[src/rtl/adder_arb_pkg.sv]
// Shared definitions for the adder round-robin arbiter slice: adder latency,
// id-width helper and the result FIFO entry layout.
package adder_arb_pkg;

    // Cycles from adder valid_i to valid_o; the id pipeline and credit window follow it
    localparam int ADDER_LATENCY = 2;

    // Default configuration the FIFO entry layout is sized for
    localparam int DEFAULT_WIDTH   = 4;
    localparam int DEFAULT_NUM_REQ = 4;

    // Index width that never collapses to zero bits
    function automatic int clog2_min1(input int n);
        return (n <= 2) ? 1 : $clog2(n);
    endfunction

    localparam int DEFAULT_ID_W = clog2_min1(DEFAULT_NUM_REQ);

    // One buffered result: requester index plus the carry-extended sum
    typedef struct packed {
        logic [DEFAULT_ID_W-1:0]  id;
        logic [DEFAULT_WIDTH:0]   sum;
    } fifo_entry_t;

endpackage

[src/rtl/adder_result_fifo.sv]
// Synchronous result FIFO with occupancy count. Reads are combinational from
// the head entry and forced to zero while empty so outputs are clean after reset.
module adder_result_fifo
    import adder_arb_pkg::*;
#(
    parameter int  DEPTH   = 4,
    parameter type entry_t = fifo_entry_t,
    localparam int PTR_W   = clog2_min1(DEPTH),
    localparam int CNT_W   = $clog2(DEPTH + 1)
) (
    input  logic             clk,
    input  logic             reset_n,
    input  logic             push,
    input  entry_t           push_data,
    input  logic             pop,
    output entry_t           pop_data,
    output logic             empty,
    output logic [CNT_W-1:0] count
);

    entry_t           mem_q [DEPTH];
    logic [PTR_W-1:0] wr_ptr_d, wr_ptr_q;
    logic [PTR_W-1:0] rd_ptr_d, rd_ptr_q;
    logic [CNT_W-1:0] count_d, count_q;
    logic             do_push, do_pop;

    // Accept operations only when legal; pointers wrap at DEPTH, which need not be a power of two
    always_comb begin
        do_push  = push && (count_q != CNT_W'(DEPTH));
        do_pop   = pop && (count_q != '0);
        wr_ptr_d = wr_ptr_q;
        rd_ptr_d = rd_ptr_q;
        count_d  = count_q;
        if (do_push) begin
            wr_ptr_d = (wr_ptr_q == PTR_W'(DEPTH - 1)) ? '0 : wr_ptr_q + 1'b1;
        end
        if (do_pop) begin
            rd_ptr_d = (rd_ptr_q == PTR_W'(DEPTH - 1)) ? '0 : rd_ptr_q + 1'b1;
        end
        if (do_push && !do_pop) begin
            count_d = count_q + 1'b1;
        end else if (do_pop && !do_push) begin
            count_d = count_q - 1'b1;
        end
    end

    // Pointer and occupancy state
    always_ff @(posedge clk or negedge reset_n) begin
        if (!reset_n) begin
            wr_ptr_q <= '0;
            rd_ptr_q <= '0;
            count_q  <= '0;
        end else begin
            wr_ptr_q <= wr_ptr_d;
            rd_ptr_q <= rd_ptr_d;
            count_q  <= count_d;
        end
    end

    // Storage needs no reset since the read side is masked while empty
    always_ff @(posedge clk) begin
        if (do_push) begin
            mem_q[wr_ptr_q] <= push_data;
        end
    end

    assign empty    = (count_q == '0);
    assign count    = count_q;
    assign pop_data = empty ? '0 : mem_q[rd_ptr_q];

endmodule

[src/rtl/adder_valid_io.sv]
// Two-stage pipelined unsigned adder with a valid flag, no backpressure.
// The sum is WIDTH+1 bits wide so the carry lands in the MSB.
module adder_valid_io #(
    parameter int WIDTH = 4
) (
    input  logic             clk,
    input  logic             reset,
    input  logic             valid_i,
    input  logic [WIDTH-1:0] data1_i,
    input  logic [WIDTH-1:0] data2_i,
    output logic             valid_o,
    output logic [WIDTH:0]   sum_o
);

    logic [1:0]     valid_d, valid_q;
    logic [WIDTH:0] sum1_d, sum1_q;
    logic [WIDTH:0] sum2_d, sum2_q;

    // Stage 1 performs the add, stage 2 only re-times it to reach the fixed latency
    always_comb begin
        valid_d = {valid_q[0], valid_i};
        sum1_d  = {1'b0, data1_i} + {1'b0, data2_i};
        sum2_d  = sum1_q;
    end

    // Pipeline registers, cleared by the active-high reset
    always_ff @(posedge clk or posedge reset) begin
        if (reset) begin
            valid_q <= '0;
            sum1_q  <= '0;
            sum2_q  <= '0;
        end else begin
            valid_q <= valid_d;
            sum1_q  <= sum1_d;
            sum2_q  <= sum2_d;
        end
    end

    assign valid_o = valid_q[1];
    assign sum_o   = sum2_q;

endmodule

[src/rtl/adder_rr_arbiter.sv]
// Shares one adder_valid_io among NUM_REQ requesters, tags each result with the
// requester index and buffers results in a credit-protected FIFO.
// Build option: ADDER_RR_ARBITER_FIXED_PRIO_EN selects fixed lowest-index priority
// instead of round-robin (pointer then stays at 0).
module adder_rr_arbiter
    import adder_arb_pkg::*;
#(
    parameter int  WIDTH      = 4,
    parameter int  NUM_REQ    = 4,
    parameter int  FIFO_DEPTH = 4,
    localparam int ID_W       = clog2_min1(NUM_REQ),
    localparam int CNT_W      = $clog2(FIFO_DEPTH + 1)
) (
    input  logic                     clk,
    input  logic                     reset_n,
    input  logic [NUM_REQ-1:0]       s_valid,
    output logic [NUM_REQ-1:0]       s_ready,
    input  logic [NUM_REQ*WIDTH-1:0] s_data1,
    input  logic [NUM_REQ*WIDTH-1:0] s_data2,
    output logic                     m_valid,
    input  logic                     m_ready,
    output logic [WIDTH:0]           m_data,
    output logic [ID_W-1:0]          m_id,
    output logic                     busy
);

    typedef struct packed {
        logic [ID_W-1:0] id;
        logic [WIDTH:0]  sum;
    } entry_t;

    logic                                run_d, run_q;
    logic [ID_W-1:0]                     rr_d, rr_q;
    logic [ADDER_LATENCY-1:0]            issue_d, issue_q;
    logic [ADDER_LATENCY-1:0][ID_W-1:0]  id_d, id_q;
    logic [ID_W-1:0]                     grant_idx;
    logic                                grant_found;
    logic                                credit_ok;
    logic                                handshake;
    int                                  inflight;
    logic [WIDTH-1:0]                    op1, op2;
    logic                                fifo_push;
    logic [WIDTH:0]                      adder_sum;
    entry_t                              push_entry, pop_entry;
    logic                                fifo_empty;
    logic [CNT_W-1:0]                    fifo_count;

    // Grant is the first valid requester at or above the pointer, wrapping around
    always_comb begin
        grant_found = 1'b0;
        grant_idx   = '0;
        for (int k = 0; k < NUM_REQ; k++) begin
            if (!grant_found && s_valid[(int'(rr_q) + k) % NUM_REQ]) begin
                grant_found = 1'b1;
                grant_idx   = ID_W'((int'(rr_q) + k) % NUM_REQ);
            end
        end
    end

    // Credit counts buffered and in-flight results; a same-cycle pop is deliberately ignored
    always_comb begin
        inflight = 0;
        for (int k = 0; k < ADDER_LATENCY; k++) begin
            inflight = inflight + int'(issue_q[k]);
        end
        credit_ok = (int'(fifo_count) + inflight) < FIFO_DEPTH;
        s_ready   = '0;
        if (run_q && grant_found && credit_ok) begin
            s_ready[grant_idx] = 1'b1;
        end
        handshake = |(s_valid & s_ready);
        op1       = s_data1[grant_idx*WIDTH +: WIDTH];
        op2       = s_data2[grant_idx*WIDTH +: WIDTH];
    end

    // Next-state for pointer, issue history and the id pipeline that tracks the adder
    always_comb begin
        run_d      = 1'b1;
`ifdef ADDER_RR_ARBITER_FIXED_PRIO_EN
        rr_d       = '0;
`else
        rr_d       = rr_q;
        if (handshake) begin
            rr_d = (grant_idx == ID_W'(NUM_REQ - 1)) ? '0 : grant_idx + 1'b1;
        end
`endif
        issue_d[0] = handshake;
        id_d[0]    = grant_idx;
        for (int k = 1; k < ADDER_LATENCY; k++) begin
            issue_d[k] = issue_q[k-1];
            id_d[k]    = id_q[k-1];
        end
    end

    // Arbiter state; run_q keeps s_ready low until the first edge after reset release
    always_ff @(posedge clk or negedge reset_n) begin
        if (!reset_n) begin
            run_q   <= 1'b0;
            rr_q    <= '0;
            issue_q <= '0;
            id_q    <= '0;
        end else begin
            run_q   <= run_d;
            rr_q    <= rr_d;
            issue_q <= issue_d;
            id_q    <= id_d;
        end
    end

    adder_valid_io #(
        .WIDTH   (WIDTH)
    ) u_adder (
        .clk     (clk),
        .reset   (~reset_n),
        .valid_i (handshake),
        .data1_i (op1),
        .data2_i (op2),
        .valid_o (fifo_push),
        .sum_o   (adder_sum)
    );

    assign push_entry.id  = id_q[ADDER_LATENCY-1];
    assign push_entry.sum = adder_sum;

    adder_result_fifo #(
        .DEPTH     (FIFO_DEPTH),
        .entry_t   (entry_t)
    ) u_fifo (
        .clk       (clk),
        .reset_n   (reset_n),
        .push      (fifo_push),
        .push_data (push_entry),
        .pop       (m_ready),
        .pop_data  (pop_entry),
        .empty     (fifo_empty),
        .count     (fifo_count)
    );

    assign m_valid = !fifo_empty;
    assign m_data  = pop_entry.sum;
    assign m_id    = pop_entry.id;
    assign busy    = !fifo_empty || (|issue_q);

endmodule

[config.mk]
export PLATFORM = sky130hd
export DESIGN_NAME = adder_rr_arbiter
export DESIGN_NICKNAME = d
export VERILOG_FILES = /design/src/rtl/adder_arb_pkg.sv /design/src/rtl/adder_result_fifo.sv /design/src/rtl/adder_valid_io.sv /design/src/rtl/adder_rr_arbiter.sv
export SDC_FILE = /design/constraint.sdc
export NUM_CORES = 1
export LEC_CHECK = 0
export CAP_MARGIN = 20
export CORE_ASPECT_RATIO = 0.9
export CORE_MARGIN = 3
export CORE_UTILIZATION = 45
export CTS_CLUSTER_SIZE = 14
export DETAILED_ROUTE_END_ITERATION = 10
export DONT_BUFFER_PORTS = 1
export PLACE_DENSITY = 0.71
export SETUP_SLACK_MARGIN = 0.4
export SLEW_MARGIN = 20
export SYNTH_ARGS = -nofsm -noshare
export SYNTH_HDL_FRONTEND = slang
export SYNTH_HIERARCHICAL = 1
export SYNTH_SLANG_ARGS = --single-unit
export TNS_END_PERCENT = 100
[constraint.sdc]
create_clock -name clk -period 2.6 [get_ports clk]
set_input_delay 0.26 -clock clk [delete_from_list [all_inputs] [get_ports clk]]
set_output_delay 0.26 -clock clk [all_outputs]
set_load 0.005 [all_outputs]
==> results of run 1 <==
per-stage QoR:
stage	area [um2]	worst slack, ns	std cells	hold WS (ns)
3_3_place_gp	2801	0.3939	252	-0.03516
6_report	3118	0.3063	274	0.1770
2_1_floorplan	2723	0.4152	183	-0.03559
3_5_place_dp	2801	0.2438	252	-0.03534
5_1_grt	3118	0.2233	274	0.1708
4_1_cts	3074	0.2616	272	0.1697
cell type report:
class	instances	area share, %
clock buffers	8	3.250
inverters	15	1.806
multi-input cells	107	37.60
flip-flops and latches	56	49.60
well taps	70	2.809
repair buffers	18	4.936
cells in the mapped netlist:
cell type	instances	area, um2
and2_2	2	15.01
a21bo_4	1	16.27
a2bb2oi_1	2	17.52
o21ai_0	1	5.000
nor3_4	1	16.27
conb_1	1	3.750
a22oi_1	2	15.01
mux4_2	7	157.7
nor3_1	1	5.000
and2b_1	2	15.01
ha_1	13	162.7
inv_1	15	56.30
a21boi_2	1	11.26
edfxtp_1	28	840.8
and2_1	4	25.02
or2b_1	1	7.510
a21o_1	2	15.01
buf_6	2	22.52
a21oi_2	1	8.760
clkbuf_1	1	3.750
nor4_1	1	6.260
buf_4	1	7.510
dfrtp_1	28	700.7
xnor2_1	3	26.28
nor2_1	9	33.78
buf_2	1	5.000
nand2b_1	1	6.260
o21ai_1	1	5.000
mux2_1	2	22.52
nor2b_1	8	50.05
fa_1	2	40.04
mux2_4	1	15.01
a2111oi_4	1	27.53
a21oi_1	3	15.01
mux2_2	3	33.78
a211oi_1	1	7.510
or3_2	1	7.510
xor2_1	2	17.52
nand2b_4	1	13.76
mux2i_1	25	250.2
worst paths after layout:
| path | endpoint | start | cells past startpoint |
|---|---|---|---|
| worst max-delay path | s_ready[1] | issue_q[0] | 5 |
| worst min-delay path | u_fifo/rd_ptr_q[0] | m_ready | 2 |
| worst max register to register | u_adder/sum1_q[1] | rr_q[1] | 10 |
| worst min register to register | id_q[3] | id_d[3] | 0 |
| max in group asynchronous | u_adder/sum_o[4] | reset_n | 3 |
| min in group asynchronous | u_fifo/wr_ptr_q[0] | reset_n | 1 |
what timing repair did:
action / in CTS / in global routing
resized for setup: 24 / 9
endpoints found under the setup margin: 9 / 9
endpoints found under the hold margin: 28 / 0
cloned: 2 / 0
pin swaps: 9 / 1
setup buffers: 9 / 2
hold buffers: 1 / 0
state kept, by name, summed over array words and instances (netlist names), 3 cells and up:
| signal | cells |
|---|---|
| u_fifo/mem_q | 28 |
| u_adder/sum1_q | 5 |
| u_adder/sum_o | 5 |
| u_fifo/count | 3 |
report_power, final:
part,switching [mW],internal (mW)
combinational,0.642,0.805
sequential,0.249,1.26
clock,0.256,0.250
total,1.15,2.31
routing by layer:
metal  up-vias  wire length, um  part of all wire [%]
li1        686                -                     -
met1       721             2003                    42
met2        60             2370                    50
met3         8              269                   5.7
met4         0               91                   1.9
met5         -                0                     0
placed cells by master, fill, tap and decap left out, types with 4 or more instances in the layout:
| cell type | netlist | final |
|---|---|---|
| buf_4 | 1 | 12 |
| mux2i_2 | 0 | 7 |
| ha_1 | 13 | 12 |
| and2_1 | 4 | 4 |
| edfxtp_1 | 28 | 28 |
| inv_1 | 15 | 12 |
| dfrtp_1 | 28 | 24 |
| mux2i_1 | 25 | 18 |
| dfrtp_2 | 0 | 4 |
| nor2b_1 | 8 | 7 |
| nor2_1 | 9 | 7 |
| clkbuf_8 | 0 | 5 |
| mux4_2 | 7 | 7 |
kinds of logic after synthesis:
logic type | after synthesis
AO/OA/AOI/OAI | 16
AND/OR/NAND/NOR | 32
buffers and inverters | 20
flip-flops | 56
adder cells (fa/ha/maj) | 15
XOR/XNOR | 5
multiplexers | 38
other | 1
worst reg2reg max path, stage by stage (launching register included):
cell and delay (ns):
dfrtp_2 0.46, buf_6 0.14, buf_6 0.11, a2bb2oi_4 0.17, buf_8 0.16, mux2i_1 0.13, mux2i_2 0.15, ha_2 0.21
inv_2 0.04, fa_2 0.52, inv_2 0.03
==> results.yml, run 1 <==
routing:
  routedWlPerCell_um: 17.28
  vias_per_cell: 5.383
  drc: 0
  vias: 1475
  ant_nets: 0
  dr.pass1.iters: 4
  finalWirelength_um: 4734
  first_iter_violations: 85
timing:
  final-setup-viol-count: 0
  fin_crit_ns: 2.294
  max_freq_mhz: 436.0
  finalCritPeriodShare_pct: 88.22
  final-hold-violation-count: 0
  fin_setup_tns_ns: 0
  finalClockSkew_ns: 0.005961
  worst_pin_slew_ns: 0.7390
  maxSlewHeadroom_pct: 50.57
  final_max_slew_viol_count: 0
  rsz0062_at_grt: "true"
yosys:
  syn_avg_cell_area_um2: 14.82
  synth_nets: 237
  synth-seq-area-share_pct: 56.85
  synth_fa_ha_area_share_pct: 7.476
  synth_compound_gate_area_share_pct: 5.307
  synth_top_family_by_area: "multiplexers"
  synth_mux_area_share_pct: 17.67
  synthCells: 183
  synthXorXnorAreaFrac_pct: 1.615
  synthSimpleGateAreaFrac_pct: 7.430
  ys_warn_count: 6
  netlist_area_mm2: 0.002711
  ys_types: 40
  synth-seq-cells: 56
floorplanning:
  core-area_mm2: 0.005758
  start_util_pct: 47.09
  die_w_um: 87.82
  fp.dieArea_mm2: 0.006994
  ios: 52
  die_y_um: 79.64
  rows: 26
critical_path:
  worstPathMaxFanout: 3
  critPathRequiredTime_ns: 2.34
  critPathSlowestCell: "dfrtp_1"
  r2r_slack_ns: 0.39
  worstPathArrival_ns: 2.03
  crit_path_cell_trace: "ha_1 > a21o_1 > a2111oi_4 > or2b_1 > a211oi_2"
  end_kind: "primary output"
  setup.worst_path.class: "flip-flop to primary output"
  critPathLaunchType: "flip-flop"
  worst_path_largest_cell_delay_ns: 0.40
  crit_buf_inv: 0
  cp_top_family: "compound AO/OA/AOI/OAI gates"
clock_network:
  cts_buffer_depth: 2
  cts.sinks: 56
  htreeDepth: 2
  cts_root_buf: "clkbuf_8"
  numCtsBuffers: 5
  clk_pin_slew_ns: 0.09
  clk_latency_ns: 0.30
  cts_tree: "done"
worst_hold_path:
  hp-class: "input port to flip-flop"
run:
  cap_violations: 0
global_route:
  grt_max_degree: 18
  grtUsageMet3_pct: 4.025
  gr-usage-all-layers_pct: 14.73
  grt_pass1_wl_um: 7824
  antenna_found_initial: 0
  gr-usage-met1_pct: 18.55
  grt_overflow: 0
  grt_pass1_vias: 1640
  gr-max-usage-layer: "met2"
  grt_use_met2_pct: 24.17
place:
  routabilityCongestion: 0.7697
  io_buffers: 0
  place_hpwl_um: 3388
power_and_ir_drop:
  p_leak_nw: 1.281
  ir_drop_mv: 0.4278
  power_density_mw_per_mm2: 1110
  p_total_mw: 3.462
final_layout:
  num_antenna_cells: 0
  multi_input_area_mm2: 0.001172
  syn_to_final_growth_pct: 15.00
  fillers: 468
  post-route-util_pct: 54.15
  seqCellArea_mm2: 0.001546
  finalNetCount: 257
  final_layout_size_suffix_gt1_share_pct: 34.31
status:
  status: "complete, no violations"
(Power assumes the default switching activity.)
==> run 2, diff against run 1 <==
Settings changed: SYNTH_HIERARCHICAL 1 to default.
==> run 2 against run 1 <==
Effect of this change: setup slack got worse by 0.033 ns; critical endpoint is now u_adder.sum1_q[4]; critical path type is now flip-flop to flip-flop; synthesized cell count increased by 6.0%; flip-flop and latch count decreased by 2; total power increased by 1.9%; worst hold slack got worse by 0.0019 ns.
==> results.yml, run 2 <==
status:
  status: "complete, no violations"
power_and_ir_drop:
  p_leak_nw: 1.213
  switching_share_pct: 35.22
  ir_drop_mv: 0.5702
  internal_power_mw: 2.285
  switchingPower_mw: 1.242
  power_density_mw_per_mm2: 1097
  clockPowerShare_pct: 13.5
  power_frac_seq_pct: 40.4
  combPwrFrac_pct: 46.1
routing:
  ant_nets: 0
  drc: 0
  first_iter_violations: 82
  vias: 1726
  dr.pass1.iters: 4
  vias_per_cell: 5.972
  finalWirelength_um: 5029
  routedWlPerCell_um: 17.40
timing:
  rsz0062_at_grt: "true"
  max_freq_mhz: 429.7
  final_max_slew_viol_count: 0
  fin_setup_tns_ns: 0
  finalCritPeriodShare_pct: 89.50
  worst_pin_slew_ns: 0.5654
  final-hold-violation-count: 0
  fin_crit_ns: 2.327
  setup_slack_ns: 0.2729
  final-setup-viol-count: 0
  finalClockSkew_ns: 0.005267
  maxSlewHeadroom_pct: 62.27
floorplanning:
  ios: 52
  die_w_um: 87.31
  fp.dieArea_mm2: 0.006913
  start_util_pct: 46.77
  rows: 26
  die_y_um: 79.18
  core-area_mm2: 0.005725
clock_network:
  cts_buffer_depth: 2
  cts.sinks: 54
  numCtsBuffers: 5
  clk_pin_slew_ns: 0.09
  cts_root_buf: "clkbuf_8"
  cts_tree: "done"
  htreeDepth: 2
  clk_latency_ns: 0.30
yosys:
  netlist_area_mm2: 0.002678
  synth-seq-area-share_pct: 55.70
  synth-seq-cells: 54
  ys.flop_type: "edfxtp_1"
  synth_area_leader_cell: "edfxtp_1"
  async_reset_ff_share_pct: 48.15
  netlist_top_cells_area: "edfxtp_1 31%, dfrtp_1 24%, ha_1 7.0%"
  ys_warn_count: 0
  synth_edf_count: 28
  syn_avg_cell_area_um2: 13.80
  synth.most_common_cell: "edfxtp_1"
  synthCells: 194
  synth_nets: 250
  synth_common_cells: "28 x edfxtp_1, 26 x dfrtp_1, 18 x o21ai_0, 15 x and2_1, 15 x ha_1"
  ys_types: 39
  yosys.area.top_type_share_pct: 31.40
critical_path:
  worst_path_largest_cell_delay_ns: 0.48
  critPathRequiredTime_ns: 2.79
  worstPathMaxFanout: 6
  critPathLaunchType: "flip-flop"
  timing.rr.start: "rr_q[1]"
  crit_top_cell: "a21o_1"
  r2r_slack_ns: 0.27
  reg2reg_depth: 8
  critPathSlowestCell: "dfrtp_2"
  worstPathArrival_ns: 2.52
  reg2reg_to: "u_adder.sum1_q[4]"
  end_kind: "flip-flop"
  crit_path_cell_trace: "nand2b_4 > a21o_4 > a311oi_2 > a32oi_1 > ha_2 > fa_2 > a21o_1 > a21o_1"
  setup.worst_path.class: "flip-flop to flip-flop"
global_route:
  antenna_found_initial: 0
  gr-usage-all-layers_pct: 15.60
  grt_overflow: 0
  grt_pass1_wl_um: 8390
  grt_pass1_vias: 1760
  grt_max_degree: 27
final_layout:
  final_cell_mix: "28 x edfxtp_1, 23 x dfrtp_1, 19 x buf_4"
  num_antenna_cells: 0
  post-route-util_pct: 56.16
  fillers: 485
  largest_register: "u_fifo.mem_q"
  layout.cells.non_filler: 289
  finalNetCount: 274
  largest_reg_flops: 28
  final_layout_size_suffix_gt1_share_pct: 32.42
  syn_to_final_growth_pct: 20.09
  layout_commonest_cell: "edfxtp_1"
worst_hold_path:
  hp-class: "input port to flip-flop"
  min_to: "u_fifo.rd_ptr_q[0]"
  min-delay-start: "m_ready"
  holdPathStages: 2
place:
  place_hpwl_um: 3342
  dpl.cell_count: 260
  pre_cts_ws_ns: 0.1514
  io_buffers: 0
  routabilityCongestion: 0.8210
run:
  cap_violations: 0
[run 2: changes by cell type in the layout (fill, tap and decap cells not counted), moves of 4 or more]
cell,previous run,this run
inv_1,12,5
a32oi_1,0,6
nand3_1,0,7
nor2b_1,7,0
o21ai_0,1,14
mux2i_2,7,0
mux2i_1,18,0
a311oi_1,0,4
and2_1,4,15
o21ai_1,0,4
buf_4,12,19
[run 2: logic make-up (layout without fill, tap and decap cells)]
family                     Yosys count  in the layout  share of synthesized area, %
buffers and inverters               13             36                         2.383
xor gates and xnor gates             5              5                         1.636
AOI/OAI and AO/OA                   49             51                         14.95
DFF                                 54             54                         55.70
muxes                               12             12                         7.944
adders and majority gates           17             17                         8.505
other                                1              1                        0.1401
and+or+nand+nor                     43             43                         8.739
[run 2: repair_timing]
action / in CTS / in global routing
setup endpoints to repair: 10 / 11
pin swaps: 10 / 6
hold buffers: 2 / 0
hold endpoints to repair: 26 / 0
gates cloned: 2 / 0
buffers inserted: 15 / 2
gates resized for setup: 22 / 4
[run 2: power groups by stage]
stage / sequential (mW) / clock, mW / combinational (mW)
3_5_place_dp: 1.47 / 0 / 1.23
2_1_floorplan: 1.36 / 0 / 1.09
3_3_place_gp: 1.45 / 0 / 1.19
4_1_cts: 1.44 / 0.493 / 1.57
5_1_grt: 1.47 / 0.522 / 1.82
6_report: 1.42 / 0.476 / 1.63
[run 2: worst max-delay path, delay by kind of cell (launching register included)]
family                   cells  cell delay [ns]
AO/OA/AOI/OAI                5             1.00
adder cells (fa/ha/maj)      2             0.55
flip-flops                   1             0.48
AND/OR/NAND/NOR              1             0.19
[run 2: worst max-delay path by stage]
stage                         to    start
2_1_floorplan  u_adder.sum1_q[4]  rr_q[1]
6_report       u_adder.sum1_q[4]  rr_q[1]
3_5_place_dp   u_adder.sum1_q[3]  rr_q[0]
5_1_grt        u_adder.sum1_q[4]  rr_q[1]
3_3_place_gp   u_adder.sum1_q[3]  rr_q[1]
4_1_cts        u_adder.sum1_q[3]  rr_q[1]
[run 2: metal layers]
layer  routed length, um  vias to the layer above  global-route usage [%]
li1                    -                      791                       -
met1                2225                      845                   20.57
met2                2327                       76                   25.15
met3                 340                       14                   3.112
met4                 136                        0                   6.288
met5                   0                        -                       0
[run 2: area by class of cell]
class	count	area [um2]	share of cell area (%)
flip-flops and latches	54	1495	46.50
multi-input cells	129	1321	41.09
repair buffers	22	183.9	5.720
well taps	70	87.58	2.724
clock buffers	6	82.58	2.568
inverters	6	27.53	0.8560
clock inverters	2	17.52	0.5447
[run 2: per-stage QoR]
step | cell area (um2) | hold slack, ns | power (mW)
finish | 3216 | 0.1751 | 3.527
global route | 3216 | 0.1839 | 3.810
CTS | 3179 | 0.2197 | 3.504
detailed placement | 2800 | -0.03475 | 2.694
global placement | 2800 | -0.03475 | 2.644
floorplan | 2731 | -0.03559 | 2.442
==> run 3, diff against run 2 <==
Settings changed: CTS_CLUSTER_SIZE 14 to 8.
==> results of run 3 <==
The final DEF is identical to that of run 2; final timing and power are the same.
